`config.mk`:
```
export PLATFORM = sky130hd
export DESIGN_NAME = tinyml_seq
export DESIGN_NICKNAME = d
export VERILOG_FILES = /design/src/rtl/tinyml_pkg.sv /design/src/rtl/tinyml_cnt.sv /design/src/rtl/tinyml_seq.sv
export SDC_FILE = /design/constraint.sdc
export NUM_CORES = 1
export LEC_CHECK = 0
export ABC_AREA = 1
export CORE_ASPECT_RATIO = 1.4
export CORE_MARGIN = 3
export CORE_UTILIZATION = 30
export DETAILED_ROUTE_END_ITERATION = 16
export HOLD_SLACK_MARGIN = 0.03
export PLACE_DENSITY = 0.45
export SYNTH_ARGS = -nofsm -noshare
export SYNTH_HDL_FRONTEND = slang
export SYNTH_SLANG_ARGS = --single-unit
```
`constraint.sdc`:
```
create_clock -name clk -period 3.7 [get_ports clk]
set_input_delay 0.74 -clock clk [delete_from_list [all_inputs] [get_ports clk]]
set_output_delay 0.74 -clock clk [all_outputs]
set_load 0.005 [all_outputs]
```
`src/rtl/tinyml_pkg.sv`:
```
// -----------------------------------------------------------------------------
// tinyml_pkg
// Shared definitions for the TinyML accelerator sequencer:
//   - seq_state_e        : pass sequencer state encoding
//   - TINYML_WORD_SIZE   : unified-buffer word / address width
//   - DEF_W/I/O_BASE     : default region base addresses (per-instance overridable)
// -----------------------------------------------------------------------------
package tinyml_pkg;

    localparam int TINYML_WORD_SIZE = 16;

    localparam logic [TINYML_WORD_SIZE-1:0] DEF_W_BASE = 16'h0000;
    localparam logic [TINYML_WORD_SIZE-1:0] DEF_I_BASE = 16'h0100;
    localparam logic [TINYML_WORD_SIZE-1:0] DEF_O_BASE = 16'h0200;

    typedef enum logic [2:0] {
        ST_IDLE   = 3'd0,
        ST_LOAD_W = 3'd1,
        ST_FEED   = 3'd2,
        ST_DRAIN  = 3'd3,
        ST_WRITE  = 3'd4,
        ST_DONE   = 3'd5
    } seq_state_e;

endpackage

```
`src/rtl/tinyml_cnt.sv`:
```
// -----------------------------------------------------------------------------
// tinyml_cnt
// Loadable up-counter with terminal-count flag.
// Ports:
//   clk          clock, rising edge
//   reset        asynchronous active-low reset (count -> 0)
//   load_i       load load_val_i (has priority over en_i)
//   load_val_i   value loaded on load_i
//   en_i         increment by one
//   tc_val_i     terminal value to compare against
//   count_o      current count
//   tc_o         count_o == tc_val_i
// -----------------------------------------------------------------------------
module tinyml_cnt #(
    parameter int WIDTH = 16
) (
    input  logic             clk,
    input  logic             reset,
    input  logic             load_i,
    input  logic [WIDTH-1:0] load_val_i,
    input  logic             en_i,
    input  logic [WIDTH-1:0] tc_val_i,
    output logic [WIDTH-1:0] count_o,
    output logic             tc_o
);

    logic [WIDTH-1:0] count_q;

    always_ff @(posedge clk or negedge reset) begin
        if (!reset) begin
            count_q <= '0;
        end else if (load_i) begin
            count_q <= load_val_i;
        end else if (en_i) begin
            count_q <= count_q + 1'b1;
        end
    end

    assign count_o = count_q;
    assign tc_o    = (count_q == tc_val_i);

endmodule

```
`src/rtl/tinyml_seq.sv`:
```
// -----------------------------------------------------------------------------
// tinyml_seq
// Top-level sequencer for one TinyML matrix pass: load n weight words, feed m
// input rows, wait DRAIN_CYC cycles, write m results back, pulse done.
// Drives only the unified-buffer address/write-enable and per-stage strobes.
// Ports:
//   clk       clock, rising edge
//   reset     asynchronous active-low reset
//   start     begin a pass (sampled only in IDLE)
//   m, n      row/result count and weight count, latched on accepted start
//   busy      high in every state except IDLE
//   done      one-cycle end-of-pass pulse
//   uni_wen   unified-buffer write enable
//   uni_addr  unified-buffer address
//   w_load    weighting buffer captures read data (LOAD_W delayed 1 cycle)
//   d_valid   data setup captures read data (FEED delayed 1 cycle)
//   acc_clr   clear partial-sum accumulators (first FEED cycle)
//   res_rd    pop one result (every WRITE cycle)
// -----------------------------------------------------------------------------
module tinyml_seq
    import tinyml_pkg::*;
#(
    parameter int                    WORD_SIZE = TINYML_WORD_SIZE,
    parameter int                    ARRAY_DIM = 8,
    parameter int                    DRAIN_CYC = 16,
    parameter logic [WORD_SIZE-1:0]  W_BASE    = WORD_SIZE'(DEF_W_BASE),
    parameter logic [WORD_SIZE-1:0]  I_BASE    = WORD_SIZE'(DEF_I_BASE),
    parameter logic [WORD_SIZE-1:0]  O_BASE    = WORD_SIZE'(DEF_O_BASE)
) (
    input  logic                 clk,
    input  logic                 reset,
    input  logic                 start,
    input  logic [4:0]           m,
    input  logic [4:0]           n,
    output logic                 busy,
    output logic                 done,
    output logic                 uni_wen,
    output logic [WORD_SIZE-1:0] uni_addr,
    output logic                 w_load,
    output logic                 d_valid,
    output logic                 acc_clr,
    output logic                 res_rd
);

    // The counter is loaded with 1 on entry to each phase (the entry edge
    // already emits index 0), so a zero drain length could never terminate.
    if (DRAIN_CYC < 1 || ARRAY_DIM < 1) begin : g_param_check
        $error("tinyml_seq: DRAIN_CYC and ARRAY_DIM must be >= 1");
    end

    localparam logic [WORD_SIZE-1:0] DRAIN_TC = WORD_SIZE'(DRAIN_CYC);
    localparam logic [WORD_SIZE-1:0] CNT_ONE  = WORD_SIZE'(1);

    seq_state_e           state_q;
    logic [4:0]           m_q;
    logic [4:0]           n_q;
    logic                 busy_q;
    logic                 done_q;
    logic                 uni_wen_q;
    logic [WORD_SIZE-1:0] uni_addr_q;
    logic                 w_load_q;
    logic                 d_valid_q;
    logic                 acc_clr_q;
    logic                 res_rd_q;

    // Shared counter: holds the index of the NEXT address to emit within the
    // current phase, and doubles as the drain cycle count.
    logic                 cnt_load_d;
    logic                 cnt_en_d;
    logic [WORD_SIZE-1:0] cnt_tc_val_d;
    logic [WORD_SIZE-1:0] cnt_val;
    logic                 cnt_tc;

    always_comb begin
        cnt_tc_val_d = WORD_SIZE'(m_q);
        case (state_q)
            ST_LOAD_W: cnt_tc_val_d = WORD_SIZE'(n_q);
            ST_DRAIN:  cnt_tc_val_d = DRAIN_TC;
            default:   cnt_tc_val_d = WORD_SIZE'(m_q);
        endcase
    end

    assign cnt_load_d = ((state_q == ST_IDLE) && start) ||
                        (((state_q == ST_LOAD_W) || (state_q == ST_FEED) ||
                          (state_q == ST_DRAIN)) && cnt_tc);
    assign cnt_en_d   = (state_q == ST_LOAD_W) || (state_q == ST_FEED) ||
                        (state_q == ST_DRAIN)  || (state_q == ST_WRITE);

    tinyml_cnt #(
        .WIDTH (WORD_SIZE)
    ) u_cnt (
        .clk        (clk),
        .reset      (reset),
        .load_i     (cnt_load_d),
        .load_val_i (CNT_ONE),
        .en_i       (cnt_en_d),
        .tc_val_i   (cnt_tc_val_d),
        .count_o    (cnt_val),
        .tc_o       (cnt_tc)
    );

    // Outputs are registered and reflect the state being entered, so the
    // address for index k appears in the same cycle the state shows it.
    always_ff @(posedge clk or negedge reset) begin
        if (!reset) begin
            state_q    <= ST_IDLE;
            m_q        <= '0;
            n_q        <= '0;
            busy_q     <= 1'b0;
            done_q     <= 1'b0;
            uni_wen_q  <= 1'b0;
            uni_addr_q <= '0;
            w_load_q   <= 1'b0;
            d_valid_q  <= 1'b0;
            acc_clr_q  <= 1'b0;
            res_rd_q   <= 1'b0;
        end else begin
            // One-cycle read latency: capture strobes trail the address phase.
            w_load_q  <= (state_q == ST_LOAD_W);
            d_valid_q <= (state_q == ST_FEED);
            acc_clr_q <= 1'b0;
            done_q    <= 1'b0;

            case (state_q)
                ST_IDLE: begin
                    if (start) begin
                        m_q    <= m;
                        n_q    <= n;
                        busy_q <= 1'b1;
                        if (m == 5'd0 || n == 5'd0) begin
                            state_q <= ST_DONE;
                            done_q  <= 1'b1;
                        end else begin
                            state_q    <= ST_LOAD_W;
                            uni_addr_q <= W_BASE;
                        end
                    end
                end

                ST_LOAD_W: begin
                    if (cnt_tc) begin
                        state_q    <= ST_FEED;
                        uni_addr_q <= I_BASE;
                        acc_clr_q  <= 1'b1;
                    end else begin
                        uni_addr_q <= W_BASE + cnt_val;
                    end
                end

                ST_FEED: begin
                    if (cnt_tc) begin
                        state_q <= ST_DRAIN;  // address held through drain
                    end else begin
                        uni_addr_q <= I_BASE + cnt_val;
                    end
                end

                ST_DRAIN: begin
                    if (cnt_tc) begin
                        state_q    <= ST_WRITE;
                        uni_addr_q <= O_BASE;
                        uni_wen_q  <= 1'b1;
                        res_rd_q   <= 1'b1;
                    end
                end

                ST_WRITE: begin
                    if (cnt_tc) begin
                        state_q    <= ST_DONE;
                        uni_addr_q <= '0;
                        uni_wen_q  <= 1'b0;
                        res_rd_q   <= 1'b0;
                        done_q     <= 1'b1;
                    end else begin
                        uni_addr_q <= O_BASE + cnt_val;
                    end
                end

                ST_DONE: begin
                    state_q <= ST_IDLE;
                    busy_q  <= 1'b0;
                end

                default: begin
                    state_q    <= ST_IDLE;
                    busy_q     <= 1'b0;
                    uni_wen_q  <= 1'b0;
                    res_rd_q   <= 1'b0;
                    uni_addr_q <= '0;
                end
            endcase
        end
    end

    assign busy     = busy_q;
    assign done     = done_q;
    assign uni_wen  = uni_wen_q;
    assign uni_addr = uni_addr_q;
    assign w_load   = w_load_q;
    assign d_valid  = d_valid_q;
    assign acc_clr  = acc_clr_q;
    assign res_rd   = res_rd_q;

endmodule

```
==> flow_metrics.tcl, run 1 <==
set metrics [dict create \
    ys_ff_latch 51 \
    max_freq_ghz 0.4081 \
    worstPathMaxFanout 16 \
    period_share_pct 66.23 \
    synth_edf_count 0 \
    end_kind "flip-flop" \
    coreArea_um2 9131 \
    register_area_um2 1276 \
    vias 2380 \
    cts_buffer_depth 2 \
    grt_first_pass_wirelength_mm 12.12 \
    clk_pin_slew_ns 0.07 \
    yosys.area.top_type "dfrtp_1" \
    yosysTopAreaCellShare_pct 44.82 \
    cts_root_buffer "clkbuf_16" \
    grt_overflow_total 0 \
    syn2layout_area_growth_pct 20.17 \
    hold_viol 0 \
    diodes 0 \
    hold_buffers 0 \
    worst_setup_path_start_kind "flip-flop" \
    status "finished clean" \
    clock_skew_ns 0.009008 \
    dieArea_um2 10710 \
    grt_usage_pct 14.89 \
    drtPass1Iterations 4 \
    grt_max_degree 29 \
    cts_resized 0 \
    drt_iter0_drc 71 \
    yosysUniqueCellTypes 35 \
    holdCritPathClass "input pin to async pin" \
    use_met2_pct 24.53 \
    rsz0062_at_grt "no" \
    setup_tns_ns 0 \
    placed_cells 489 \
    synth_area_leaders "dfrtp_1 45%, nand2_1 14%, nor2_1 5.0%" \
    layout.nets 406 \
    finalSetupViolCount 0 \
    cp_slowest_cell "o21ai_4" \
    drv_cap 0 \
    drc 0 \
    met3_usage_pct 2.785 \
    leakage_nw 1.660 \
    ant_nets 0 \
    antenna_found_initial 0 \
    final-max-slew-violation-count 0 \
    clk_latency_ns 0.30 \
    cts_setup_buffers 0 \
    synthFlopType "dfrtp_1" \
    fillers 951 \
    rr_worst_depth 10 \
    pin_count 36 \
    synth-async-reset-ratio_pct 100.0 \
    die_x_um 88.34 \
    cts.sinks 51 \
    initial_utilization_pct 31.19 \
    setup.worst_path.class "flip-flop to flip-flop" \
    netlist_area_um2 2848 \
    die_h_um 121.3 \
    num_rows 41 \
    busiest_layer "met2" \
    grt_pass1_vias 2375 \
    ys_seq_area_share_pct 44.82 \
    post-route-worst-setup-slack_ns 1.250 \
    final_cell_count_no_fill 497 \
    post-place-ws_ns 1.077 \
    htree_levels 2 \
    synth.most_common_cell "nand2_1" \
    multiInputGateArea_um2 1348 \
    ys_warn_count 0 \
    io_buffers 35 \
    critical_path.max_stage_delay_ns 0.55 \
    worstPathArrival_ns 2.61 \
    syn_avg_cell_area_um2 7.999 \
    ir_drop_mv 0.3662 \
    avgViaCountPerCell 4.789 \
    met1_usage_pct 17.77 \
    path_cells "inv_2, nand3_4, inv_2, nand2_1, nand3_1, nand2_1, nor2_1, nand3_2, o21ai_4, o21ai_0" \
    drive_gt1_share_pct 8.462 \
    gp_congestion 0.8027 \
    timing.final.crit_period_ns 2.450 \
    p_per_area_nw_per_um2 726.3 \
    syn_nets 373 \
    hpwl_mm 5.584 \
    wl_per_cell_um 14.81 \
    numCtsBuffers 5 \
    cp.required_ns 3.86 \
    syn_inst 356 \
    worstMarginPinSlew_ns 0.6127 \
    ys_top_cells_by_count "103 x nand2_1, 51 x dfrtp_1, 38 x nor2_1" \
    totalWireLength_mm 7.359 \
    cts_tree "done" \
    relSlewSlack_pct 58.62 \
]
-- worst max-delay path, delay by kind of cell (launching register included) --
family                 cells  cell delay (ns)
and+or+nand+nor            6             0.78
AOI/OAI and AO/OA          2             0.69
DFF                        1             0.44
buffers and inverters      2             0.39
-- logic make-up after synthesis --
kind of cell | Yosys count | synth area share [%]
simple gates | 194 | 30.89
flops | 51 | 44.82
buf+inv | 48 | 7.865
compound gates | 42 | 8.920
xor+xnor | 11 | 3.383
mux | 6 | 2.372
fa+ha+maj | 4 | 1.758
-- path summary, 6_finish.rpt --
check	start	end	slack, ns
min in group clk	uni_addr[12]	uni_addr[12]	0.47
min	reset	uni_addr[15]	0.42
min reg2reg	uni_addr[12]	uni_addr[12]	0.47
max reg2reg	state_q[1]	u_cnt.count_o[1]	1.25
max	state_q[1]	u_cnt.count_o[1]	1.25
max in group asynchronous	reset	u_cnt.count_o[1]	2.49
-- report_power, final --
part	switching, W	internal (W)	leakage (nW)
sequential	0.000128	0.000699	0.676
clock	0.000213	0.000319	0.0838
combinational	0.000731	0.000394	0.900
total	0.00107	0.00141	1.66
-- flip-flops by register name, indices dropped and copies added, names as in the netlist --
register	count
acc_clr	1
busy	1
d_valid	1
done	1
m_q	5
n_q	5
res_rd	1
state_q	3
u_cnt.count_o	16
uni_addr	16
w_load	1
-- layer usage --
metal | share of wire, % | vias to the layer above
met4 | 4.7 | 0
met3 | 2.8 | 17
met2 | 50 | 42
met5 | 0 | -
li1 | - | 1215
met1 | 43 | 1106
-- through the flow --
stage	hold slack, ns	cell area, um2	power [W]	util, %
4_1_cts	0.4464	3422	0.002531	37.48
5_1_grt	0.4604	3422	0.002701	37.48
6_report	0.4243	3422	0.002485	37.48
3_5_place_dp	0.4603	3253	0.001986	35.63
2_1_floorplan	0.4444	2848	0.001660	-
3_3_place_gp	0.4532	3253	0.001985	35.63
-- placed cells by master, fill, tap and decap left out, types with 2 or more instances in the layout --
cell | netlist | routed
a21oi_1 | 11 | 11
clkbuf_16 | 0 | 5
clkdlybuf4s50_1 | 0 | 34
dfrtp_1 | 51 | 51
ha_1 | 4 | 4
inv_1 | 35 | 35
inv_2 | 3 | 3
mux2_2 | 6 | 6
nand2_1 | 103 | 103
nand2_2 | 4 | 4
nand3_1 | 26 | 26
nand3_4 | 3 | 3
nand4_1 | 5 | 5
nor2_1 | 38 | 38
nor2_4 | 2 | 2
nor3_1 | 7 | 7
nor3b_1 | 3 | 3
o21ai_0 | 21 | 21
xnor2_1 | 3 | 3
xor2_1 | 8 | 8
-- cell type report --
cell class | instances | share of cell area (%)
clock buffer | 5 | 3.656
tap | 107 | 3.912
sequential | 51 | 37.29
inverter | 38 | 4.168
multi-input combinational | 257 | 39.38
clock inverter | 3 | 1.280
timing repair buffer | 36 | 10.31
Power figures use the tool's default switching activity.
==> inputs of run 2 (changes only) <==
==> constraint.sdc (replaced) <==
create_clock -name clk -period 2.6 [get_ports clk]
set_input_delay 0.52 -clock clk [delete_from_list [all_inputs] [get_ports clk]]
set_output_delay 0.52 -clock clk [all_outputs]
set_load 0.005 [all_outputs]
==> run 2 against run 1 <==
Clock-buffer cell count increased by 2. Clock skew shrank 0.0037 ns. Final area grew 2.0%. First-iteration DRC count grew 140%. Total power is 42% higher. Sequential share of layout area decreased by 0.70 points. Maximum frequency rose by 3.9%. Largest cell class unchanged.
==> flow_metrics.tcl, run 2 (synthesis gave the netlist of run 1 again) <==
set metrics [dict create \
    rsz0062_at_grt "no" \
    period_share_pct 90.67 \
    post-route-worst-setup-slack_ns 0.2427 \
    htree_levels 2 \
    coreArea_um2 9131 \
    drc 0 \
    p_per_area_nw_per_um2 1013 \
    grt_pass1_vias 2402 \
    ant_nets 0 \
    vias 2394 \
    diodes 0 \
    initial_utilization_pct 31.19 \
    gp_congestion 0.8006 \
    cts_resized 1 \
    cts.sinks 51 \
    timing.final.crit_period_ns 2.357 \
    cp.required_ns 2.83 \
    holdCritPathClass "input pin to async pin" \
    grt_usage_pct 14.93 \
    num_rows 41 \
    io_buffers 35 \
    avgViaCountPerCell 4.741 \
    max_freq_ghz 0.4242 \
    grt_first_pass_wirelength_mm 12.17 \
    cts_buffer_depth 2 \
    totalWireLength_mm 7.284 \
    setup_tns_ns 0 \
    finalSetupViolCount 0 \
    pin_count 36 \
    fin_util_pct 38.23 \
    layout_common_cells "102 x nand2_1, 50 x dfrtp_1, 38 x nor2_1" \
    worst_setup_path_start_kind "flip-flop" \
    leakage_nw 1.694 \
    ir_drop_mv 0.4922 \
    worstPathMaxFanout 12 \
    wl_per_cell_um 14.42 \
    post-place-ws_ns -0.05889 \
    grt_overflow_total 0 \
    cts_tree "done" \
    clk_latency_ns 0.29 \
    drtPass1Iterations 4 \
    cts_root_buffer "clkbuf_16" \
    clock_skew_ns 0.005344 \
    hold_buffers 0 \
    die_x_um 88.34 \
    drt_iter0_drc 169 \
    drv_cap 0 \
    relSlewSlack_pct 57.83 \
    clk_pin_slew_ns 0.07 \
    final_common_cell "nand2_1" \
    die_h_um 121.3 \
    numCtsBuffers 5 \
    antenna_found_initial 0 \
    cts_setup_buffers 0 \
    layout.nets 414 \
    hold_viol 0 \
    worstMarginPinSlew_ns 0.6243 \
    worstPathArrival_ns 2.59 \
    syn2layout_area_growth_pct 22.58 \
    drive_gt1_share_pct 10.55 \
    setup.worst_path.class "flip-flop to flip-flop" \
    status "finished clean" \
    dieArea_um2 10710 \
    hpwl_mm 5.687 \
    end_kind "flip-flop" \
    final-max-slew-violation-count 0 \
    grt_max_degree 27 \
]
-- run 2: changes by cell type in the layout (fill, tap and decap cells not counted), sizes merged --
cell	previous run	this run
buf	2	10
clkinv	2	1
clkbuf	5	7
bufinv	1	0
-- run 2: area by class of cell --
cell class                 instances  area [um2]
inverter                          38       145.1
clock buffer                       7       142.6
clock inverter                     1       8.758
timing repair buffer              44       425.4
fill                             958        5640
sequential                        51        1277
tap                              107       133.9
multi-input combinational        257        1358
-- run 2: final timing paths --
path	startpoint	end	slack [ns]	cells past startpoint
max	state_q[1]	uni_addr[4]	0.24	13
min	reset	uni_addr[13]	0.23	1
max reg2reg	state_q[1]	uni_addr[4]	0.24	13
min reg2reg	uni_addr[5]	uni_addr[5]	0.48	2
max in group asynchronous	reset	u_cnt.count_o[2]	1.82	2
min in group clk	uni_addr[5]	uni_addr[5]	0.48	2
-- run 2: critical path: stages, from the launching register on --
cell     delay, ns
dfrtp_1       0.45
inv_2         0.16
nand3_4       0.16
inv_4         0.20
nand2_1       0.09
nand3_1       0.08
nand2_1       0.06
nor2_1        0.17
nand3_4       0.23
nand2_2       0.20
nand2_2       0.08
nor2_4        0.21
nand3_1       0.12
nand2_1       0.07
-- run 2: report_power, final --
group          switching, W  total (W)  leakage, nW  internal (W)
registers          0.000179    0.00118        0.675      0.000997
clock network      0.000293   0.000679       0.0741      0.000386
logic               0.00107    0.00168        0.944      0.000609
-- run 2: layer usage --
layer	global-route usage, %	part of all wire [%]	vias to the layer above
li1	-	-	1228
met1	17.38	42	1105
met2	25.98	52	49
met3	2.989	3.5	12
met4	6.427	2.6	0
met5	0	0	-
-- run 2: through the flow --
step / instance area (um2) / instances / total power (W) / hold WS (ns)
global placement: 3326 / 497 / 0.002861 / 0.4574
CTS: 3480 / 505 / 0.003561 / 0.2665
global route: 3491 / 505 / 0.003845 / 0.2925
floorplan: 2848 / 356 / 0.002362 / 0.2244
finish: 3491 / 505 / 0.003536 / 0.2333
detailed placement: 3326 / 497 / 0.002867 / 0.4621
==> RTL edit (settings of run 2) <==
The package constant `TINYML_WORD_SIZE` goes from 16 to 32.
--- a/src/rtl/tinyml_pkg.sv
+++ b/src/rtl/tinyml_pkg.sv
@@ -7,7 +7,7 @@
 // -----------------------------------------------------------------------------
 package tinyml_pkg;
 
-    localparam int TINYML_WORD_SIZE = 16;
+    localparam int TINYML_WORD_SIZE = 32;
 
     localparam logic [TINYML_WORD_SIZE-1:0] DEF_W_BASE = 16'h0000;
     localparam logic [TINYML_WORD_SIZE-1:0] DEF_I_BASE = 16'h0100;
Ports: changed (resized uni_addr); port bits go from 36 to 52. No check against the original RTL was run, so the function may have changed too.
==> RTL edit against run 2 <==
Synthesized area is 81% higher. Global-route usage is 3.0 points higher. Clock skew is 1.4 ps higher. Power is 43% higher. Maximum frequency is 0.58% lower. Setup slack worse by 14 ps. Wire length is 120% higher. Cell area is 80% higher. Sequential cell count is 32 higher. Largest cell class unchanged. Highest routed layer unchanged.
==> RTL edit: results (changes against run 2) <==
- Buffer share of cell area: 0.1205 (was 0.1219)
- Post-CTS sizing: 0 (was 1)
- DRT Pass-1 Iters: 5 (was 4)
- Share of cells above drive strength 1: 0.1039 (was 0.1055)
- Pre-CTS setup slack: 151.2 ps (was -58.89 ps)
- Total GRT Usage: 0.1795 (was 0.1493)
- Leak Pwr: 2.861 nW (was 1.694 nW)
- Later-pin clock latency in the skew report: 350 ps (was 290 ps)
- Reg-to-Reg End: uni_addr[31] (was uni_addr[4])
- Arrival time worst endpoint: 2610 ps (was 2590 ps)
- Sequential cell count: 83 (was 51)
- Pint: 3.019 mW (was 1.991 mW)
- Met3 GRT Util: 0.03111 (was 0.02989)
- Sequential area share after synthesis: 0.4028 (was 0.4482)
- H-tree levels: 3 (was 2)
- Multi-input combinational area share: 0.4196 (was 0.3889)
- Routed WL: 16.10 mm (was 7.284 mm)
- Setup Skew: 6.773 ps (was 5.344 ps)
- Inverters excl. clock: 69 (was 38)
- Post-DP HPWL: 12.20 mm (was 5.687 mm)
- Tap Count: 203 (was 107)
- Hold slack: 123.1 ps (was 233.3 ps)
- Fill count: 1,810 (was 958)
- Worst VDD drop: 0.4449 mV (was 0.4922 mV)
- Setup Buffers After CTS: 0 (unchanged)
- Cell depth of the worst flop-to-flop path: 10 (was 13)
- Netlist cell types: 44 (was 35)
- Cts bufs inserted: 9 (was 5)
- Status: finished, final reports clean (unchanged)
- Pin count of the biggest net entering global routing: 39 (was 27)
- N_diodes: 0 (unchanged)
- Multi-input gates: 522 (was 257)
- Yosys top cell area share: 0.4028 (was 0.4482)
- Clock buffer count: 11 (was 7)
- WL met1: 6.761 mm (was 3.032 mm)
- Layout clock area frac: 0.04813 (was 0.04337)
- Slew Limit Headroom: 0.5740 (was 0.5783)
- First-pass GRT wire length: 25.99 mm (was 12.17 mm)
- I/O Buffers: 51 (was 35)
- Non-clk bufs: 81 (was 44)
- Placer Congestion: 0.9438 (was 0.8006)
- Commonest cells post-synth: nand2_1, nor2_1, dfrtp_1, inv_1, nand3_1 (was nand2_1, dfrtp_1, nor2_1, inv_1, nand3_1)
- Via count: 4,888 (was 2,394)
- Area after DPL: 5988 um2 (was 3326 um2)
- Net count after synthesis: 724 (was 373)
- GR Util met2: 0.3138 (was 0.2598)
- Metal2 WL: 8.322 mm (was 3.806 mm)
- DR iter-0 viols: 232 (was 169)
- Worst r2r src: u_cnt.count_o[10] (was state_q[1])
- Design area: 6291 um2 (was 3491 um2)
- Met1 Use GR: 0.2168 (was 0.1738)
- Ranking of synthesized cells by area: dfrtp_1, nand2_1, nor2_1 (unchanged)
-- RTL edit: cell types whose count changed after synthesis, sizes merged, moves of 16 or more --
cell	change
o21ai	+16
nand2	+87
nor2	+63
nand3	+20
dfrtp	+32
inv	+30
a21oi	+17
-- RTL edit: worst max path at each step --
stage                 startpoint            to  slack, ps  depth (start not counted)
6_report       u_cnt.count_o[10]  uni_addr[31]        230                         10
5_1_grt        u_cnt.count_o[10]  uni_addr[29]         50                         14
4_1_cts        u_cnt.count_o[10]  uni_addr[31]        270                         10
3_5_place_dp                m[3]   uni_addr[0]        150                         10
3_3_place_gp                m[3]   uni_addr[0]        210                         10
2_1_floorplan   u_cnt.count_o[8]  uni_addr[19]        520                         16
-- RTL edit: stage by stage --
| step | std cells | power (mW) |
|---|---|---|
| detailed placement | 958 | 3.787 |
| CTS | 973 | 5.140 |
| global placement | 958 | 3.766 |
| finish | 973 | 5.060 |
| floorplan | 707 | 3.016 |
| global route | 973 | 5.421 |
-- RTL edit: power by group through the flow --
stage / combinational [mW] / clock (mW) / sequential, mW
floorplan: 1.39 / 0 / 1.63
global placement: 2.07 / 0 / 1.69
detailed placement: 2.09 / 0 / 1.70
CTS: 2.10 / 1.37 / 1.68
global route: 2.29 / 1.43 / 1.70
finish: 2.05 / 1.34 / 1.67
-- RTL edit: cell families after synthesis --
kind of cell / Yosys count / share of synthesized area
adders and majority gates: 4 / 0.009707
buffers and inverters: 102 / 0.08517
and+or+nand+nor: 387 / 0.3324
AOI/OAI and AO/OA: 100 / 0.1143
muxes: 6 / 0.01310
xor gates and xnor gates: 25 / 0.04247
DFF: 83 / 0.4028
-- RTL edit: worst max-delay path: cells and delay by family (launching register included) --
kind,cells,cell delay (ps)
and+or+nand+nor,8,1260
DFF,1,460
adders and majority gates,1,290
AOI/OAI and AO/OA,1,230
